File: src/rtl/mmap_pingpong_writer.sv
`default_nettype none
// +--------------------------------------------------------------------------+
// | Module   : mmap_pingpong_writer                                          |
// | Purpose  : Writes rx stream beats into two ping-pong banks of a BRAM     |
// |            through port B, raising one user interrupt per filled bank.   |
// | Revision : 1.0  initial release                                          |
// +--------------------------------------------------------------------------+
module mmap_pingpong_writer #(
   parameter int unsigned        DATA_W      = 64,
   parameter int unsigned        ADDR_W      = 32,
   parameter int unsigned        BLOCK_WORDS = 512,
   parameter logic [ADDR_W-1:0]  BASE_ADDR   = '0,
   parameter int unsigned        OVF_MODE    = 0
) (
   input  logic                  clk,
   input  logic                  reset,
   input  logic                  rx_tvalid,
   input  logic [DATA_W-1:0]     rx_tdata,
   output logic                  rx_tready,
   output logic [1:0]            usr_irq_req,
   input  logic [1:0]            usr_irq_ack,
   input  logic                  msi_enable,
   input  logic [2:0]            msi_vector_width,
   output logic                  clkb,
   output logic                  enb,
   output logic [DATA_W/8-1:0]   web,
   output logic [ADDR_W-1:0]     addrb,
   output logic [DATA_W-1:0]     dinb,
   output logic [15:0]           ovf_cnt,
   output logic                  cur_bank
);

   localparam int unsigned        c_BYTES = DATA_W / 8;
   localparam int unsigned        c_WP_W  = $clog2(BLOCK_WORDS);
   localparam logic [c_WP_W-1:0]  c_LAST  = c_WP_W'(BLOCK_WORDS - 1);

   // Writer state
   logic                  r_cur;
   logic [c_WP_W-1:0]     r_wptr;
   logic [1:0]            r_pending;
   logic                  r_multi;
   logic [15:0]           r_ovf_cnt;
   logic [1:0]            r_irq_req;

   // Port B pipeline registers
   logic                  r_enb;
   logic [c_BYTES-1:0]    r_web;
   logic [ADDR_W-1:0]     r_addrb;
   logic [DATA_W-1:0]     r_dinb;

   // Combinational decode
   logic                  w_blocked;
   logic                  w_acc;
   logic                  w_drop;
   logic                  w_last;
   logic                  w_multi;
   logic                  w_svc;
   logic                  w_svc_nxt;
   logic                  w_legacy_ack;
   logic [1:0]            w_clr;
   logic [1:0]            w_set;
   logic [1:0]            w_pend_nxt;
   logic                  w_cur_nxt;
   logic [1:0]            w_req_nxt;
   logic [c_WP_W:0]       w_word;
   logic [ADDR_W-1:0]     w_addr;

   assign w_blocked = r_pending[r_cur];
   assign w_acc     = rx_tvalid & ~w_blocked;
   assign w_drop    = (OVF_MODE != 0) & rx_tvalid & w_blocked;
   assign w_last    = w_acc & (r_wptr == c_LAST);

   // Interrupt mode may only switch while no bank is waiting for software.
   assign w_multi   = (r_pending == 2'b00) ? (msi_enable & (msi_vector_width != 3'd0))
                                           : r_multi;

   assign w_set      = w_last ? (2'b01 << r_cur) : 2'b00;
   assign w_pend_nxt = (r_pending & ~w_clr) | w_set;
   assign w_cur_nxt  = r_cur ^ w_last;

   assign w_word = {r_cur, r_wptr};
   assign w_addr = BASE_ADDR + (ADDR_W'(w_word) * ADDR_W'(c_BYTES));

   // Oldest pending bank: banks complete in order, so with both (or neither)
   // pending the oldest (or next to complete) is the one the writer points at.
   always_comb begin
      w_svc = r_cur;
      if (r_pending == 2'b01) begin
         w_svc = 1'b0;
      end else if (r_pending == 2'b10) begin
         w_svc = 1'b1;
      end
   end

   // Same derivation applied to the post-edge state, for the legacy request.
   always_comb begin
      w_svc_nxt = w_cur_nxt;
      if (w_pend_nxt == 2'b01) begin
         w_svc_nxt = 1'b0;
      end else if (w_pend_nxt == 2'b10) begin
         w_svc_nxt = 1'b1;
      end
   end

   // Acknowledge decode; an ack is only honoured while its request is high.
   always_comb begin
      w_clr        = 2'b00;
      w_legacy_ack = 1'b0;
      if (w_multi) begin
         w_clr = usr_irq_ack & r_irq_req;
      end else if (usr_irq_ack[0] & r_irq_req[0]) begin
         w_legacy_ack = 1'b1;
         w_clr        = 2'b01 << w_svc;
      end
   end

   // Request image; a legacy ack forces one low cycle so software sees a new edge.
   always_comb begin
      w_req_nxt = 2'b00;
      if (w_multi) begin
         w_req_nxt = w_pend_nxt;
      end else begin
         w_req_nxt[0] = ~w_legacy_ack & w_pend_nxt[w_svc_nxt];
      end
   end

   // Bank pointer, word pointer, pending flags and latched interrupt mode.
   always_ff @(posedge clk) begin
      if (reset) begin
         r_cur     <= 1'b0;
         r_wptr    <= '0;
         r_pending <= 2'b00;
         r_multi   <= 1'b0;
      end else begin
         r_cur     <= w_cur_nxt;
         r_pending <= w_pend_nxt;
         r_multi   <= w_multi;
         if (w_acc) begin
            r_wptr <= w_last ? '0 : r_wptr + 1'b1;
         end
      end
   end

   // Registered interrupt requests.
   always_ff @(posedge clk) begin
      if (reset) begin
         r_irq_req <= 2'b00;
      end else begin
         r_irq_req <= w_req_nxt;
      end
   end

   // Saturating count of beats discarded into an unreleased bank.
   always_ff @(posedge clk) begin
      if (reset) begin
         r_ovf_cnt <= 16'd0;
      end else if (w_drop && (r_ovf_cnt != 16'hFFFF)) begin
         r_ovf_cnt <= r_ovf_cnt + 16'd1;
      end
   end

   // Port B write issued one cycle after the accepting edge.
   always_ff @(posedge clk) begin
      if (reset) begin
         r_enb   <= 1'b0;
         r_web   <= '0;
         r_addrb <= '0;
         r_dinb  <= '0;
      end else begin
         r_enb <= w_acc;
         r_web <= {c_BYTES{w_acc}};
         if (w_acc) begin
            r_addrb <= w_addr;
            r_dinb  <= rx_tdata;
         end
      end
   end

   assign rx_tready   = (OVF_MODE != 0) ? 1'b1 : ~w_blocked;
   assign usr_irq_req = r_irq_req;
   assign clkb        = clk;
   assign enb         = r_enb;
   assign web         = r_web;
   assign addrb       = r_addrb;
   assign dinb        = r_dinb;
   assign ovf_cnt     = r_ovf_cnt;
   assign cur_bank    = r_cur;

endmodule
`default_nettype wire

File: config.mk
export PLATFORM = sky130hd
export DESIGN_NAME = mmap_pingpong_writer
export DESIGN_NICKNAME = d
export VERILOG_FILES = /design/src/rtl/mmap_pingpong_writer.sv
export SDC_FILE = /design/constraint.sdc
export NUM_CORES = 1
export LEC_CHECK = 0
export CORE_ASPECT_RATIO = 1.1
export CORE_UTILIZATION = 25
export CTS_BUF_LIST = sky130_fd_sc_hd__clkbuf_8
export DETAILED_ROUTE_END_ITERATION = 6
export GPL_ROUTABILITY_DRIVEN = 0
export GPL_TIMING_DRIVEN = 0
export HOLD_SLACK_MARGIN = 0.15
export RECOVER_POWER = 25
export REMOVE_ABC_BUFFERS = 1
export SYNTH_ARGS = -nofsm -noshare
export SYNTH_HDL_FRONTEND = slang
export SYNTH_SLANG_ARGS = --single-unit
File: constraint.sdc
create_clock -name clk -period 2.2 [get_ports clk]
set_clock_uncertainty 0.1 [all_clocks]
set_input_delay 0.22 -clock clk [delete_from_list [all_inputs] [get_ports clk]]
set_output_delay 0.22 -clock clk [all_outputs]
set_load 0.02 [all_outputs]
* Yosys cells after proc, flatten, opt, wreduce, memory -nomap -nowiden
Cells that the tools add are included.
** Storage, ports and cells
- Word-level logic and storage cells :: 52
- Input bits :: 73
- Output and inout port bits :: 126
- Bits in registers :: 91
** Operators by class
- $add $sub $neg :: 1
- Order comparisons :: 2
- Muxes and demuxes :: 16
- Bitwise logic cells :: 13
- Shifts and indexed selects :: 2
- Equal/unequal tests :: 5
- Reduce and logical (&&, ||, !) cells :: 3
** Operators by type and width (count)
- 2-to-1 mux 1 bit :: 12
- adder 9 x 1 -> 9 bit (second input constant) :: 1
- equality test 9 bit (second input constant) :: 1
- 2-to-1 mux 9 bit :: 1
- 2-to-1 mux 2 bit :: 3
- AND 1 bit :: 5
- AND 2 bit :: 2
- equality test 2 x 1 -> 1 bit (second input constant) :: 2
- equality test 2 bit (second input constant) :: 2
- < comparator 1 x 2 -> 1 bit (second input constant) :: 2
- left shift 1 x 1 -> 2 bit (first input constant) :: 2
- NOT 1 bit :: 3
- nonzero test 3 bit :: 1
- logical NOT 2 bit :: 1
- NOT 2 bit :: 1
- OR 2 bit :: 1
- OR reduction 2 bit :: 1
- XOR 1 bit :: 1

* Logic depth before layout (Yosys ltp)
- Word-level depth :: 16
- Depth in mapped cells :: 9
- Mapped depth without buffers :: 8

==> flow_summary_export.csv <==
group,metric,value,unit
sta,min_period,2160,ps
flow_run,drv_cap,0,
worst_setup_path,cp.required,2500,ps
pwr,fin_total_pwr,3.730,mW
floorplanning,initial_core_util,25.55,%
place,hpwl,6287,um
global_route,grt_pass1_vias,3034,
place,io_buffers,160,
layout,final_area,0.005480,mm^2
worst_setup_path,reg2reg_from,"cur_bank",
pwr,peakVddDrop,0.2484,mV
global_route,antenna_found_initial,0,
route,first_pass_iters,4,
worst_setup_path,worstSetupEndpointType,"flop",
worst_hold_path,min-delay-start,"rx_tdata[38]",
global_route,grt_pass1_wl,14650,um
route,drc_errors,0,
layout,syn_to_final_growth,49.08,%
layout,drive_gt1_share,5.491,%
route,dr_wl_met3,619,um
layout,final_cell_mix,"clkdlybuf4s50_1, nand2_1, dfxtp_1, a21oi_1, conb_1",
route,wl_met2,4761,um
worst_setup_path,cp_slowest_cell,"or4_1",
layout,n_fill_cell,1489,
sta,tightest_slew,926.9,ps
synthesis,synth.avg_cell_area,8.061,um^2
floorplanning,core,0.01439,mm^2
worst_setup_path,r2r_cells,5,
clocking,path_clk_slew,90,ps
floorplanning,io_pins,199,
pwr,p_per_area,680.6,mW/mm^2
global_route,grt_overflow,0,
synthesis,ys.flop_type,"dfxtp_1",
synthesis,ys_warn_count,0,
sta,fmax,0.4629,GHz
sta,max_slew_margin,38.21,%
synthesis,synth_edf_count,0,
sta,rsz0062_at_grt,"yes",
worst_setup_path,r2r_end,"r_wptr[6]",
worst_setup_path,rrSetupSlack,40,ps
worst_setup_path,crit_arrival,2460,ps
worst_setup_path,cp.depth,5,
sta,hold_viol_final,0,
synthesis,netlist_instances,456,
synthesis,ys_ff_latch,90,
global_route,grt_max_degree,91,
sta,fin_hold_ws,189.6,ps
pwr,power_leakage,2.076,nW
worst_hold_path,hp-class,"input port to flop",
outcome,status,"finished, final reports clean",
synthesis,async_reset_ff_share,0,%
synthesis,netlist_area,0.003676,mm^2
route,met1_length,3798,um
synthesis,yosys.area.top_type,"dfxtp_1",
route,viasPerCell,4.194,
worst_setup_path,crit_start,"cur_bank",
worst_setup_path,crit_chain,"mux2i_4, buf_4, nand2_8, or4_1, a21oi_1",
synthesis,synth.top_cell.area_share,49.01,%
layout,diodes,0,
place,placed_cell_area,0.005165,mm^2
worst_setup_path,crit_buf_inv,1,
worst_setup_path,cp-endpoint,"r_wptr[6]",
sta,finalCritPeriodShare,98.19,%
global_route,track_usage,12.19,%
route,initialDrtViolationCount,110,
floorplanning,rows,46,
route,vias,3326,
route,ant_nets,0,
layout,final_util,38.09,%
worst_setup_path,crit_path_max_incr_delay,590,ps
worst_setup_path,crit_family,"simple AND/OR/NAND/NOR gates",
clocking,cts_tree,"done",
clocking,clock_latency,470,ps
sta,drv_slew,0,
floorplanning,design.die.area,0.01519,mm^2
floorplanning,chipHeight,129.2,um
synthesis,synth.area.top_cells,"dfxtp_1, nand2_1, a21oi_1",
synthesis,yosysUniqueCellTypes,30,
worst_setup_path,start_kind,"flop",
floorplanning,die_w,117.6,um
layout,num-nets-final,673,
sta,setup-violations-final,0,
synthesis,ys_seq_area_share,49.01,%
worst_setup_path,worstPathMaxFanout,81,
route,avgRoutedWirePerCell,11.80,um
route,top_layer_used,"met4",
route,wirelength,9360,um
worst_setup_path,criticalPathCategory,"flop to flop",
layout,final_common_cell,"clkdlybuf4s50_1",
==> worst min path at each step <==
stage / endpoint / slack [ps] / cells past startpoint
2_1_floorplan: clkb / 120 / 0
3_3_place_gp: dinb[22] / 340 / 2
3_5_place_dp: dinb[57] / 350 / 2
4_1_cts: dinb[38] / 160 / 3
5_1_grt: dinb[38] / 160 / 3
6_report: dinb[38] / 190 / 3
==> layout make-up <==
cell class,instances,area (um^2),area share [%]
sequential,90,1805,32.95
timing repair buffer,164,1638,29.89
multi-input combinational,326,1523,27.79
tap,192,240.2,4.384
clock buffer,17,232.7,4.247
clock inverter,3,37.54,0.6849
inverter,1,3.754,0.06849
==> what timing repair did <==
action,in CTS,in global routing
hold buffers,0,0
setup buffers,4,0
setup endpoints to repair,53,53
hold endpoints to repair,0,0
resized for setup,5,7
==> tightest hold or removal path, cell delays in order <==
cell,delay [ps]
clkdlybuf4s50_1,390
nand2_1,50
a21oi_1,50
==> registers in the layout (all words and copies together) (netlist names) <==
| register | count |
|---|---|
| addrb | 10 |
| cur_bank | 1 |
| dinb | 64 |
| r_multi | 1 |
| r_pending | 2 |
| r_wptr | 9 |
| usr_irq_req | 2 |
| web | 1 |
==> per-stage QoR <==
step / setup slack (ps) / std cells / setup TNS [ps]
final: 39.85 / 793 / 0
after floorplan: -700.9 / 417 / -49720
after global routing: -76.50 / 793 / -145.7
after CTS: 5.521 / 793 / 0
after detailed placement: -304.7 / 770 / -4201
after global placement: -1457 / 769 / -124760
==> synth_stat cells, types with 3 or more instances <==
| library cell | number |
|---|---|
| xor2_1 | 5 |
| nor3_1 | 6 |
| nor2_1 | 6 |
| ha_1 | 4 |
| o21ai_0 | 4 |
| buf_4 | 48 |
| nand3b_1 | 3 |
| a21oi_1 | 80 |
| clkbuf_1 | 17 |
| buf_2 | 6 |
| nand3_1 | 5 |
| dfxtp_1 | 90 |
| nand2_1 | 154 |
| buf_6 | 5 |
| and3_1 | 4 |
| and2_1 | 3 |
==> report_power, final <==
| group | internal, mW | switching (mW) | total, mW |
|---|---|---|---|
| clock network | 0.785 | 0.621 | 1.41 |
| registers | 1.70 | 0.0362 | 1.73 |
| logic | 0.277 | 0.312 | 0.590 |
| total | 2.76 | 0.970 | 3.73 |
==> kinds of logic (layout without fill, tap and decap cells) <==
logic type | Yosys count | count (layout) | synth area share [%]
XOR/XNOR | 5 | 5 | 1.191
buffers and inverters | 77 | 185 | 13.99
other | 1 | 38 | 0.1020
AO/OA/AOI/OAI | 90 | 90 | 12.66
AND/OR/NAND/NOR | 188 | 188 | 21.07
adder cells (fa/ha/maj) | 4 | 4 | 1.362
flip-flops | 90 | 90 | 49.01
multiplexers | 1 | 1 | 0.6126
==> routing by layer <==
layer / up-vias / GRT usage [%]
li1: 1666 / -
met1: 1530 / 13.35
met2: 113 / 20.62
met3: 17 / 4.710
met4: 0 / 6.335
met5: - / 0
No activity file was read; power rests on OpenSTA's default activity.
==> RTL change, RTL diff (config.mk and constraints unchanged) <==
Change the parameter `ADDR_W` from 32 to 48.
--- a/src/rtl/mmap_pingpong_writer.sv
+++ b/src/rtl/mmap_pingpong_writer.sv
@@ -7,7 +7,7 @@
 // +--------------------------------------------------------------------------+
 module mmap_pingpong_writer #(
    parameter int unsigned        DATA_W      = 64,
-   parameter int unsigned        ADDR_W      = 32,
+   parameter int unsigned        ADDR_W      = 48,
    parameter int unsigned        BLOCK_WORDS = 512,
    parameter logic [ADDR_W-1:0]  BASE_ADDR   = '0,
    parameter int unsigned        OVF_MODE    = 0
Ports: changed (resized addrb); port bits go from 199 to 215. The function was not compared with the original's and may differ.
==> RTL change against the original RTL <==
Area after synthesis increased by 3.3%; power decreased by 0.50%; clock power decreased by 4%; sequential share of layout area decreased by 0.19 points; sequential cell count unchanged; wire length increased by 1.4%; first-iteration DRC count increased by 9.1%; cell area increased by 0.50%; die area increased by 3.2%; worst setup slack got worse by 8.8 ps; highest routed layer unchanged.
==> RTL change: results (changes against the original RTL) <==
Critical path
  – CP max FO: 2 (was 81)
  – CP top delay family: buffers and inverters (was simple AND/OR/NAND/NOR gates)
  – Critical-path top delay cell: clkdlybuf4s50_1 (was or4_1)
  – Worst path max stage delay: 520 ps (was 590 ps)
  – Worst Path Arrival: 1850 ps (was 2460 ps)

Final layout
  – Count of nets after finishing: 687 (was 673)
  – Filler cell count: 1487 (was 1489)
  – Layout cells sized above 1: 4.878% (was 5.491%)

Detailed routing
  – Iter 0 DRT Violations: 120 (was 110)
  – Routed WL per cell: 11.76 um (was 11.80 um)
  – Drt via density: 4.162 (was 4.194)

GRT
  – GRT Util Overall: 12.22% (was 12.19%)
  – Vias in the first global route: 3187 (was 3034)
  – First-pass GRT wire length: 15250 um (was 14650 um)

Yosys
  – Ys Warns: 0 (unchanged)
  – Post-synth top cells: nand2_1 (154), dfxtp_1 (90), a21oi_1 (80) (unchanged)
  – Sequential element share of the synthesized area: 47.46% (was 49.01%)
  – Synth area leaders: dfxtp_1 (47%), nand2_1 (15%), buf_4 (13%) (was dfxtp_1 (49%), nand2_1 (16%), a21oi_1 (11%))

Placement
  – Setup WS pre-CTS: -314.5 ps (was -304.7 ps)
  – Placed Area: 0.005225 sq mm (was 0.005165 sq mm)
  – Dpl hpwl: 6444 um (was 6287 um)

Run status
  – Status: finished, final reports clean (unchanged)

Power and ir drop
  – P_leak: 2.097 nW (was 2.076 nW)
  – Worst vdd ir: 0.2906 mV (was 0.2484 mV)

Timing
  – Worst-margin pin slew: 950.5 ps (was 926.9 ps)

Min path
  – Hold Path Class: input pin to register (unchanged)

Clocking
  – Clk slew on worst S/H paths: 90 ps (about the same)
==> RTL change: changes by cell type after synthesis, sizes merged <==
cell	before	now
buf	59	75
==> RTL change: path summary, 6_finish.rpt <==
kind	to	depth (start not counted)	slack, ps	startpoint
max	clkb	3	30	clk
min	dinb[63]	3	190	rx_tdata[63]
max reg2reg	r_wptr[6]	5	50	cur_bank
min reg2reg	dinb[40]	2	350	dinb[40]
==> RTL change: kinds of logic (layout without fill, tap and decap cells) <==
logic type	count (synthesis)	after routing	synth area share, %
other	1	54	0.09878
adder cells (fa/ha/maj)	4	4	1.318
multiplexers	1	1	0.5932
XOR/XNOR	5	5	1.154
flip-flops	90	90	47.46
AO/OA/AOI/OAI	90	90	12.26
buffers and inverters	93	183	16.71
AND/OR/NAND/NOR	188	188	20.40
==> RTL change: stage by stage <==
step	utilization, %	hold WS [ps]	cells
after floorplan	-	120.0	433
after detailed placement	35.74	346.4	786
after global routing	37.68	159.4	807
final	37.68	186.4	807
after CTS	37.60	151.7	807
after global placement	35.61	341.7	785
==> RTL change: power by group <==
group,switching [mW],internal [mW]
registers,0.0371,1.70
logic,0.336,0.277
clock network,0.635,0.728
total,1.01,2.70
==> RTL change: layer usage <==
layer | vias to the layer above | routed length, um | global-route usage (%)
met5 | - | 0 | 0
met4 | 0 | 169 | 6.389
met3 | 13 | 741 | 4.167
met2 | 141 | 4718 | 21.07
met1 | 1523 | 3862 | 13.06
li1 | 1682 | - | -
==> RTL change: what timing repair did <==
item | CTS | global route
buffers inserted | 2 | 0
endpoints found under the setup margin | 44 | 42
hold endpoints to repair | 0 | 0
resized for setup | 4 | 5
==> RTL change: cell type report <==
class | instances | area, sq um | area share, %
timing repair buffer | 162 | 1623 | 29.46
tap | 192 | 240.2 | 4.362
sequential | 90 | 1804 | 32.76
multi-input combinational | 342 | 1580 | 28.69
clock inverter | 5 | 53.80 | 0.9768
inverter | 1 | 3.754 | 0.06815
clock buffer | 15 | 202.7 | 3.680
==> RTL change: worst min-delay path, stage by stage <==
cell and delay, ps:
clkdlybuf4s50_1 390, nand2_1 50, a21oi_1 50
